--- src/rtl/audio_mix_pkg.sv ---
// Shared constants and width helpers for the audio mixing tree.
package audio_mix_pkg;

   // Ceiling log2; returns 0 for n <= 1.
   function automatic int clog2_f(input int n);
      int r;
      r = 0;
      while ((1 << r) < n) r++;
      return r;
   endfunction

   // Gain code that leaves a sample unchanged.
   function automatic int unity_gain_f(input int gain_w);
      return 1 << (gain_w - 1);
   endfunction

   // Signed width of the data leaving tree level `level` (level 0 = gain stage).
   function automatic int stage_w_f(input int in_w, input int level);
      return in_w + 1 + level;
   endfunction

   // Width of the saturated mix result.
   function automatic int sat_w_f(input int in_w, input int num_ch);
      return in_w + clog2_f(num_ch);
   endfunction

endpackage

--- src/rtl/mix_add_stage.sv ---
// One registered level of the adder tree: sums adjacent signed pairs and
// widens each result by one bit so no level can overflow.
module mix_add_stage
   import audio_mix_pkg::*;
#(
   parameter int PAIRS = 2,
   parameter int W     = 9
) (
   input  logic                   clk,
   input  logic                   resetn,
   input  logic [2*PAIRS*W-1:0]   data_in,
   input  logic                   valid_in,
   output logic [PAIRS*(W+1)-1:0] data_out,
   output logic                   valid_out
);

   logic [PAIRS*(W+1)-1:0] sum_reg;
   logic [PAIRS*(W+1)-1:0] sum_next;
   logic                   valid_reg;

   genvar gi;
   generate
      for (gi = 0; gi < PAIRS; gi++) begin : g_pair
         assign sum_next[gi*(W+1) +: W+1] =
            (W+1)'($signed(data_in[(2*gi)*W +: W])) +
            (W+1)'($signed(data_in[(2*gi+1)*W +: W]));
      end
   endgenerate

   // Register the pair sums and shift the valid bit along with them.
   always_ff @(posedge clk or negedge resetn) begin
      if (!resetn) begin
         sum_reg   <= '0;
         valid_reg <= 1'b0;
      end else begin
         sum_reg   <= sum_next;
         valid_reg <= valid_in;
      end
   end

   assign data_out  = sum_reg;
   assign valid_out = valid_reg;

endmodule

--- src/rtl/audio_mix_tree.sv ---
// Pipelined N-channel audio mixer: per-channel gain/mute, registered binary
// adder tree, saturation to IN_W+log2(NUM_CH) bits and a sticky clip flag.
// NUM_CH must be a power of two (2..16); OUT_W must be >= IN_W+log2(NUM_CH).
module audio_mix_tree
   import audio_mix_pkg::*;
#(
   parameter int NUM_CH = 4,
   parameter int IN_W   = 8,
   parameter int GAIN_W = 4,
   parameter int OUT_W  = 32
) (
   input  logic                     clk,
   input  logic                     resetn,
   input  logic [NUM_CH*IN_W-1:0]   audio_in,
   input  logic [NUM_CH*GAIN_W-1:0] gain,
   input  logic [NUM_CH-1:0]        mute,
   input  logic                     in_valid,
   input  logic                     clip_clr,
   output logic [OUT_W-1:0]         mix_down,
   output logic                     out_valid,
   output logic                     clip
);

   localparam int L          = clog2_f(NUM_CH);
   localparam int P_W        = stage_w_f(IN_W, 0);
   localparam int SUM_W      = stage_w_f(IN_W, L);
   localparam int S          = sat_w_f(IN_W, NUM_CH);
   localparam int PROD_W     = IN_W + GAIN_W;
   localparam int GAIN_SHIFT = clog2_f(unity_gain_f(GAIN_W));

   logic [NUM_CH*P_W-1:0] prod_reg;
   logic [NUM_CH*P_W-1:0] prod_next;
   logic                  prod_vld_reg;

   genvar gi;

   // Gain stage: product fits PROD_W bits, the arithmetic shift divides by
   // unity gain, and the result always fits IN_W+1 signed bits.
   generate
      for (gi = 0; gi < NUM_CH; gi++) begin : g_gain
         logic signed [PROD_W-1:0] smp_ext;
         logic signed [PROD_W-1:0] gain_ext;
         assign smp_ext  = PROD_W'($signed(audio_in[gi*IN_W +: IN_W]));
         assign gain_ext = PROD_W'({1'b0, gain[gi*GAIN_W +: GAIN_W]});
         assign prod_next[gi*P_W +: P_W] =
            mute[gi] ? '0 : P_W'((smp_ext * gain_ext) >>> GAIN_SHIFT);
      end
   endgenerate

   // Capture scaled samples only for accepted sets so later gain edits cannot
   // reach data already in flight.
   always_ff @(posedge clk or negedge resetn) begin
      if (!resetn) begin
         prod_reg     <= '0;
         prod_vld_reg <= 1'b0;
      end else begin
         prod_vld_reg <= in_valid;
         if (in_valid) prod_reg <= prod_next;
      end
   end

   // Adder tree: level gi consumes the previous level's bus.
   generate
      for (gi = 1; gi <= L; gi++) begin : g_lvl
         localparam int W_IN  = stage_w_f(IN_W, gi - 1);
         localparam int PAIRS = NUM_CH >> gi;
         logic [2*PAIRS*W_IN-1:0]  src;
         logic                     src_vld;
         logic [PAIRS*(W_IN+1)-1:0] sum;
         logic                     vld;
         if (gi == 1) begin : g_src_first
            assign src     = prod_reg;
            assign src_vld = prod_vld_reg;
         end else begin : g_src_next
            assign src     = g_lvl[gi-1].sum;
            assign src_vld = g_lvl[gi-1].vld;
         end
         mix_add_stage #(
            .PAIRS (PAIRS),
            .W     (W_IN)
         ) u_stage (
            .clk       (clk),
            .resetn    (resetn),
            .data_in   (src),
            .valid_in  (src_vld),
            .data_out  (sum),
            .valid_out (vld)
         );
      end
   endgenerate

   logic [SUM_W-1:0] sum_final;
   logic             sum_vld;
   logic [S-1:0]     sat_next;
   logic             sat_hit;

   assign sum_final = g_lvl[L].sum;
   assign sum_vld   = g_lvl[L].vld;

   // Clamp to S bits: the sum overflows S bits exactly when its top two bits differ.
   always_comb begin
      sat_hit  = sum_final[SUM_W-1] ^ sum_final[SUM_W-2];
      sat_next = sum_final[S-1:0];
      if (sat_hit)
         sat_next = sum_final[SUM_W-1] ? {1'b1, {(S-1){1'b0}}} : {1'b0, {(S-1){1'b1}}};
   end

   logic [OUT_W-1:0] mix_down_reg;
   logic             out_valid_reg;
   logic             clip_reg;

   // Output stage: MSB-align the mix, pulse out_valid, and keep clip sticky
   // with a new saturation taking priority over clip_clr.
   always_ff @(posedge clk or negedge resetn) begin
      if (!resetn) begin
         mix_down_reg  <= '0;
         out_valid_reg <= 1'b0;
         clip_reg      <= 1'b0;
      end else begin
         out_valid_reg <= sum_vld;
         if (sum_vld) mix_down_reg <= OUT_W'(sat_next) << (OUT_W - S);
         if (sum_vld && sat_hit) clip_reg <= 1'b1;
         else if (clip_clr)      clip_reg <= 1'b0;
      end
   end

   assign mix_down  = mix_down_reg;
   assign out_valid = out_valid_reg;
   assign clip      = clip_reg;

endmodule

--- config.mk ---
export PLATFORM = sky130hd
export DESIGN_NAME = audio_mix_tree
export DESIGN_NICKNAME = d
export VERILOG_FILES = /design/src/rtl/audio_mix_pkg.sv /design/src/rtl/mix_add_stage.sv /design/src/rtl/audio_mix_tree.sv
export SDC_FILE = /design/constraint.sdc
export NUM_CORES = 1
export LEC_CHECK = 0
export ABC_AREA = 1
export BUFFER_PORTS_ARGS = -buffer_cell sky130_fd_sc_hd__buf_2
export CELL_PAD_IN_SITES_DETAIL_PLACEMENT = 1
export CELL_PAD_IN_SITES_GLOBAL_PLACEMENT = 1
export CORE_MARGIN = 2
export CORE_UTILIZATION = 45
export DETAILED_ROUTE_END_ITERATION = 6
export PLACE_DENSITY = 0.92
export RECOVER_POWER = 50
export SYNTH_ARGS = -nofsm -noshare
export SYNTH_HDL_FRONTEND = slang
export SYNTH_SLANG_ARGS = --single-unit
--- constraint.sdc ---
create_clock -name clk -period 2 [get_ports clk]
set_input_delay 0.4 -clock clk [delete_from_list [all_inputs] [get_ports clk]]
set_output_delay 0.4 -clock clk [all_outputs]
set_load 0.05 [all_outputs]
==> flow_summary.json, run 1 <==
{
  "synth_compound_area_frac": 0.0533,
  "grt_overflow_total": 3,
  "avgSynthCellArea_um2": 7.14,
  "start_util": 0.456,
  "synth_top_family_by_area": "adder cells",
  "port_buffers": 67,
  "error_line": "[ERROR GRT-0232] Routing congestion too high. Check the congestion heatmap in the GUI.",
  "root_buffer": "clkbuf_16",
  "place_congestion": 0.871,
  "fp-row-count": 52,
  "ys_seq_area_frac": 0.223,
  "ys_ff_latch": 82,
  "ys.warnings.count": 0,
  "die_width_um": 147,
  "cts_sinks": 82,
  "worst-ep-kind": "register input",
  "die_h_um": 147,
  "antenna_found_initial": 3,
  "grt_max_degree": 29,
  "dpl.hpwl_um": 24800,
  "gr-usage-all-layers": 0.676,
  "yosys.area_share.simple": 0.254,
  "cts-htree-levels": 3,
  "lastStage": "5_1_grt",
  "io_pins": 90,
  "synth_mux_area_frac": 0,
  "cts_buffers": 9,
  "syn_inst": 1290,
  "synthesis.area_um2": 9210,
  "synth_fa_ha_area_frac": 0.290,
  "synth.distinct_cells": 32,
  "status": "stopped before the end",
  "timing.grt.repair.worst_endpoint": "g_lvl[1].src[4]$_DFFE_PN0P_/D",
  "clockBufferDepth": 2,
  "synth_xor_area_frac": 0.0200
}
## timing repair
item	in CTS
hold buffers	1
hold endpoints to repair	25
buffers inserted	16
endpoints found under the setup margin	36
gates resized for setup	313
pin swaps	161
## cells in the mapped netlist
cell type,n,area (um^2)
nand2_1,373,1400
inv_1,320,1200
ha_1,106,1330
dfrtp_1,82,2050
nand3_1,81,405
fa_1,67,1340
nor2_1,56,210
a21oi_1,49,245
buf_4,23,173
o21ai_0,19,95.1
xor2_1,18,158
nand2_2,14,87.6
clkbuf_1,13,48.8
inv_2,7,26.3
nand3b_1,6,45.0
nand4_1,6,37.5
o21ai_1,5,25.0
o22ai_1,5,31.3
a22o_1,4,35.0
nand3_2,4,40.0
nor2_4,4,45.0
nor3_1,4,20.0
o21a_1,4,30.0
or2_2,4,25.0
buf_2,3,15.0
o21bai_1,3,22.5
or2_1,3,18.8
xnor2_1,3,26.3
a31oi_1,1,6.26
clkinv_1,1,3.75
conb_1,1,3.75
nor2_2,1,6.26
## metal layers
layer	track usage	GRT overflow
met5	0.109	0
met4	0.754	3
met3	0.469	0
met2	0.883	0
met1	0.650	0
## cell families after synthesis
kind of cell | Yosys count
AO/OA/AOI/OAI | 90
XOR/XNOR | 21
adder cells (fa/ha/maj) | 173
buffers and inverters | 367
flip-flops | 82
other | 1
AND/OR/NAND/NOR | 556
## metrics by stage
stage	hold WS, ns	instance area [um^2]	TNS (ns)	cells	setup WS [ns]
after floorplan	0.104	9900	-25.39	1311	-0.944
after global placement	0.333	11100	-32.04	1723	-1.05
after detailed placement	0.337	11100	-37.61	1723	-1.23
after CTS	0.241	12600	-22.04	1754	-0.834
==> inputs of run 2 (changes only) <==
Settings changed: CELL_PAD_IN_SITES_DETAIL_PLACEMENT 1 to default, CELL_PAD_IN_SITES_GLOBAL_PLACEMENT 1 to default, CORE_UTILIZATION 45 to 40, PLACE_DENSITY 0.92 to default, PLACE_DENSITY_LB_ADDON from default to 0.15.
==> flow_summary.json, run 2 <==
{
  "status": "complete, but fails checks",
  "violations": "negative setup slack",
  "yosysTopAreaCell": "dfrtp_1",
  "cap_violations": 0,
  "antenna_found_initial": 1,
  "clk_pin_slew_worst_paths_ns": 0.06,
  "gr-usage-all-layers": 0.169,
  "avgSynthCellArea_um2": 7.14,
  "worstSetupPathType": "input pin to flip-flop",
  "holdPathStages": 2,
  "worstRegToRegCells": 9,
  "port_buffers": 67,
  "nets": 1714,
  "fin_crit_sh": 1.34,
  "design_area_um2": 13100,
  "synth_area_leaders": "dfrtp_1, nand2_1, fa_1, ha_1, inv_1",
  "drive_above_1_share": 0.409,
  "finalMaxSlewViolations": 0,
  "total_leakage_power_nw": 7.22,
  "rrSetupSlack_ns": 0.21,
  "die_area_um2": 24200,
  "grt_pass1_wl_um": 34700,
  "fillCellCount": 2030,
  "synth_common_cells": "nand2_1, inv_1, ha_1",
  "hp-start": "clip_clr",
  "area_delta_synth_final_pct": 42.4,
  "pre_cts_ws_ns": -1.09,
  "syn_inst": 1290,
  "layout_commonest_cell": "nand2_1",
  "cts_tree": "built",
  "power_density_nw_per_um2": 870,
  "hold_end": "clip",
  "cts-htree-levels": 3,
  "netlist.area_leader.share": 0.223,
  "synth_edf_count": 0,
  "die_h_um": 156,
  "fp-row-count": 55,
  "worst_slew_pin_slew_ns": 1.11,
  "required_ns": 2.22,
  "slowest_stage": "fa_1",
  "ir_worst_vdd_uv": 552,
  "cts_buffers": 9,
  "clockBufferDepth": 2,
  "synthesis.area_um2": 9210,
  "fmax_ghz": 0.374,
  "ys_ff_latch": 82,
  "finalSetupViolations": 36,
  "final_core_util": 0.579,
  "min_period_ns": 2.67,
  "synth.distinct_cells": 32,
  "cpPeakStageDelay_ns": 0.52,
  "ys_seq_area_frac": 0.223,
  "io_pins": 90,
  "yosys_most_used_dff": "dfrtp_1",
  "wl_per_cell_um": 11.6,
  "detail-route-antenna-nets": 0,
  "grt_max_degree": 48,
  "remaining_drc_errors": 0,
  "grt_overflow_total": 0,
  "slew-limit-headroom": 0.261,
  "critPathArrivalTime_ns": 2.89,
  "finClkSkew_ns": 0.0115,
  "dpl_cell_area_um2": 11200,
  "finalHoldViolCount": 0,
  "cp_max_fo": 8,
  "timing.rr.end": "g_lvl[2].u_stage.data_out[10]",
  "start_util": 0.407,
  "dpl.hpwl_um": 16000,
  "num_vias": 7991,
  "firstDrtPassIters": 5,
  "path_common_cell": "inv_2",
  "dpl.cell_count": 1742,
  "async_reset_ff_frac": 1.00,
  "place_congestion": 0.871,
  "dr.first_iter.drc_count": 222,
  "hp-class": "input pin to flip-flop",
  "cpLargestDelayFamily": "adder cells",
  "die_width_um": 156,
  "wl_um": 20600,
  "core_um2": 22600,
  "yosysMostFrequentCell": "nand2_1",
  "start_kind": "input pin",
  "fin_setup_tns_ns": -17.53,
  "path_cells": "buf_12 > nand2_1 > inv_2 > ha_4 > fa_1 > inv_1 > fa_1 > inv_2 > ha_4 > nand2_4 > inv_2 > nand2_2 > nand2_2 > inv_2 > nand2_2 > or2_4 > nand3_2 > nand2_1",
  "ys.warnings.count": 0,
  "root_buffer": "clkbuf_16",
  "cts_sinks": 82,
  "layout_setup_ws_ns": -0.671,
  "power_mw": 11.4,
  "vias_per_cell": 4.50,
  "rsz0062_at_grt": "true",
  "clk_latency_ns": 0.33,
  "grt_pass1_vias": 7989,
  "layout_common_cells": "nand2_1, inv_1, inv_2, buf_4, dfrtp_1",
  "final_cells": 1775,
  "r2r_start": "g_lvl[1].u_stage.data_out[10]",
  "endpoint_kind": "flip-flop",
  "path_buf_inv": 6,
  "largest_reg_flops": 36,
  "hold_slack_ns": 0.257
}
run 2: cell counts after synthesis:
No cell type changed its count.
run 2: worst max-delay path by stage:
stage	from	endpoint	slack, ns	depth (start not counted)
after floorplan	gain[11]	g_lvl[1].src[22]	-0.94	18
after global placement	gain[15]	g_lvl[1].src[31]	-1.07	16
after CTS	gain[2]	g_lvl[1].src[4]	-0.70	18
after detailed placement	gain[14]	g_lvl[1].src[31]	-1.09	19
after global routing	gain[11]	g_lvl[1].src[26]	-0.79	17
final	gain[6]	g_lvl[1].src[13]	-0.67	18
run 2: kinds of logic (layout without fill, tap and decap cells):
family,after synthesis,in the layout,share of synthesized area
fa+ha+maj,173,173,0.290
buf+inv,367,545,0.159
other cells,1,23,0.000407
flops,82,82,0.223
xor+xnor,21,21,0.0200
compound gates,90,90,0.0533
simple gates,556,556,0.254
run 2: power by group:
part,switching [mW],leakage (nW),internal (mW),total [mW]
Sequential,0.297,1.02,2.28,2.58
Combinational,4.11,6.06,3.13,7.24
Clock,0.627,0.136,0.963,1.59
run 2: final cells by class:
class,count,area (um^2),area share
tap,285,357,0.0272
clock inverter,4,51.3,0.00391
inverter,328,1240,0.0949
sequential,82,2050,0.157
clock buffer,11,233,0.0178
timing repair buffer,202,1680,0.128
antenna,1,2.50,0.000191
multi-input combinational,862,7490,0.571
run 2: layer usage:
layer  vias to the layer above  routed length [um]  global-route usage
li1                       4231                   -                   -
met3                        16                 402              0.0156
met1                      3656                9820               0.230
met4                         0                 144              0.0266
met2                        88               10200               0.299
met5                         -                   0                   0
run 2: timing repair:
action                                  CTS  global route
setup buffers                            16             6
hold buffers                              0             0
pin swaps                               155           172
resized for setup                       237           201
endpoints found under the setup margin   36            36
(Power assumes the default switching activity.)
==> inputs of run 3 (changes only) <==
Settings changed: SYNTH_HIERARCHICAL from default to 1.
==> flow_summary.json, run 3 <==
{
  "gr-usage-met2": 0.295,
  "fin_crit_sh": 1.32,
  "ys_ff_latch": 82,
  "critPathArrivalTime_ns": 2.86,
  "layout_common_cells": "nand2_1, inv_1, inv_2, buf_4, dfrtp_1",
  "start_kind": "input pin",
  "r2r_start": "g_lvl[1].src[27]",
  "num_vias": 8469,
  "cp_max_fo": 8,
  "status": "complete, but fails checks",
  "yosys_most_used_dff": "dfrtp_1",
  "nets": 1792,
  "wl_per_cell_um": 11.0,
  "fp-row-count": 56,
  "io_pins": 90,
  "synth_area_leaders": "dfrtp_1, nand2_1, fa_1, ha_1, inv_1",
  "die_width_um": 158,
  "yosys.area_share.simple": 0.283,
  "yosysTopAreaCell": "dfrtp_1",
  "use_met1": 0.231,
  "cts_tree": "built",
  "worstSetupStartpoint": "gain[2]",
  "fmax_ghz": 0.380,
  "cts_sinks": 82,
  "power.share.clock": 0.132,
  "finClkSkew_ns": 0.00667,
  "synth_mux_area_frac": 0,
  "synth_top_family_by_area": "simple AND/OR/NAND/NOR gates",
  "final_core_util": 0.563,
  "die_area_um2": 25000,
  "async_reset_ff_frac": 1.00,
  "power_density_nw_per_um2": 866,
  "die_h_um": 158,
  "synthesis.area_um2": 9520,
  "finalSetupViolations": 36,
  "gr-usage-all-layers": 0.169,
  "area_delta_synth_final_pct": 38.5,
  "start_util": 0.407,
  "wl_um": 20800,
  "detail-route-antenna-nets": 0,
  "remaining_drc_errors": 0,
  "largest_reg_flops": 36,
  "synth_fa_ha_area_frac": 0.280,
  "worstSetupPathType": "input pin to flip-flop",
  "sequentialPowerShare": 0.226,
  "total_leakage_power_nw": 7.40,
  "root_buffer": "clkbuf_16",
  "switching_power_mw": 5.20,
  "clockBufferDepth": 2,
  "worst_slew_pin_slew_ns": 0.986,
  "grt_busiest_layer": "met2",
  "layout_commonest_cell": "nand2_1",
  "ys_seq_area_frac": 0.216,
  "avgSynthCellArea_um2": 6.89,
  "grt_overflow_total": 0,
  "hp-class": "input pin to flip-flop",
  "ys.warnings.count": 6,
  "synth_common_cells": "nand2_1, inv_1, ha_1",
  "fin_setup_tns_ns": -16.25,
  "yosysMostFrequentCell": "nand2_1",
  "cts-htree-levels": 3,
  "dr.first_iter.drc_count": 321,
  "clk_latency_ns": 0.33,
  "min_period_ns": 2.63,
  "hp-start": "in_valid",
  "pre_cts_ws_ns": -1.08,
  "p_comb_frac": 0.642,
  "finalMaxSlewViolations": 0,
  "vias_per_cell": 4.49,
  "synth_compound_area_frac": 0.0490,
  "hold_slack_ns": 0.202,
  "antenna_cells": 0,
  "endpoint_kind": "flip-flop",
  "port_buffers": 67,
  "antenna_found_initial": 0,
  "rsz0062_at_grt": "true",
  "cap_violations": 0,
  "power_mw": 11.4,
  "drive_above_1_share": 0.367,
  "finalHoldViolCount": 0,
  "cts_buffers": 9,
  "layout_setup_ws_ns": -0.633,
  "firstDrtPassIters": 5,
  "grtUsageMet3": 0.0174,
  "core_um2": 23400,
  "clk_pin_slew_worst_paths_ns": 0.06,
  "required_ns": 2.23,
  "netlist.area_leader.share": 0.216,
  "synth_xor_area_frac": 0.0110,
  "grt_pass1_wl_um": 35400,
  "syn_inst": 1381,
  "grt_pass1_vias": 7984,
  "ir_worst_vdd_uv": 589,
  "slew-limit-headroom": 0.343,
  "place_congestion": 0.832,
  "cts_hold_buf": 0,
  "power.internal_mw": 6.22,
  "grt_max_degree": 43,
  "swShare": 0.455,
  "dpl.hpwl_um": 16700,
  "synth.distinct_cells": 32,
  "violations": "negative setup slack",
  "synth_edf_count": 0
}
==> run 3: critical path, cell delays in order <==
cell and delay [ns]:
buf_12 0.13, nand2_4 0.07, inv_4 0.03, ha_4 0.22, fa_1 0.52, inv_2 0.04
fa_1 0.51, inv_2 0.05, ha_4 0.28, buf_12 0.11, nand2_8 0.05, nor2_4 0.12
nand3_2 0.08, nand3_1 0.07, nand2_1 0.05, nand3_1 0.07, nand2_1 0.05
==> run 3: kinds of logic (layout without fill, tap and decap cells) <==
kind of cell | Yosys count | after routing
simple gates | 645 | 645
buf+inv | 385 | 551
fa+ha+maj | 173 | 173
compound gates | 83 | 83
flops | 82 | 82
xor+xnor | 12 | 12
other cells | 1 | 22
==> run 3: routing by layer <==
metal | wire (um) | vias to the layer above
li1 | - | 4457
met5 | 0 | -
met2 | 10300 | 90
met3 | 436 | 9
met1 | 9920 | 3913
met4 | 120 | 0
==> run 3: final timing paths <==
| path | slack [ns] | cells after the start | end |
|---|---|---|---|
| worst max-delay path | -0.63 | 17 | g_lvl[1].src[8] |
| worst min-delay path | 0.20 | 1 | g_lvl[1].src_vld |
| worst max register to register | 0.30 | 7 | g_lvl[1].u_stage/data_out[18] |
| worst min register to register | 0.35 | 0 | g_lvl[2].u_stage/valid_out |
| max in group asynchronous | 0.54 | 2 | g_lvl[1].src[13] |
| min in group asynchronous | 0.22 | 1 | mix_down[22] |
==> run 3: timing repair <==
item	in CTS	in global routing
resized for setup	220	154
setup endpoints to repair	36	36
setup buffers	10	12
pin swaps	147	155
==> run 3: power by group through the flow <==
stage	Clock, mW	Combinational (mW)	Sequential [mW]
6_report	1.50	7.33	2.58
5_1_grt	1.64	8.25	2.65
3_5_place_dp	0	6.49	2.62
2_1_floorplan	0	4.54	2.91
4_1_cts	1.56	7.00	2.59
3_3_place_gp	0	6.41	2.60
==> run 3: metrics by stage <==
stage          area [um^2]  instances
6_report             13200       1887
5_1_grt              13200       1887
4_1_cts              12600       1879
3_5_place_dp         11500       1854
3_3_place_gp         11500       1854
2_1_floorplan        10300       1402
==> run 3: cell type report <==
type	instances	area (um^2)
clock buffer	9	225
clock inverter	7	51.3
fill	2191	10200
inverter	345	1310
multi-input combinational	935	7550
sequential	82	2050
tap	319	399
timing repair buffer	190	1600
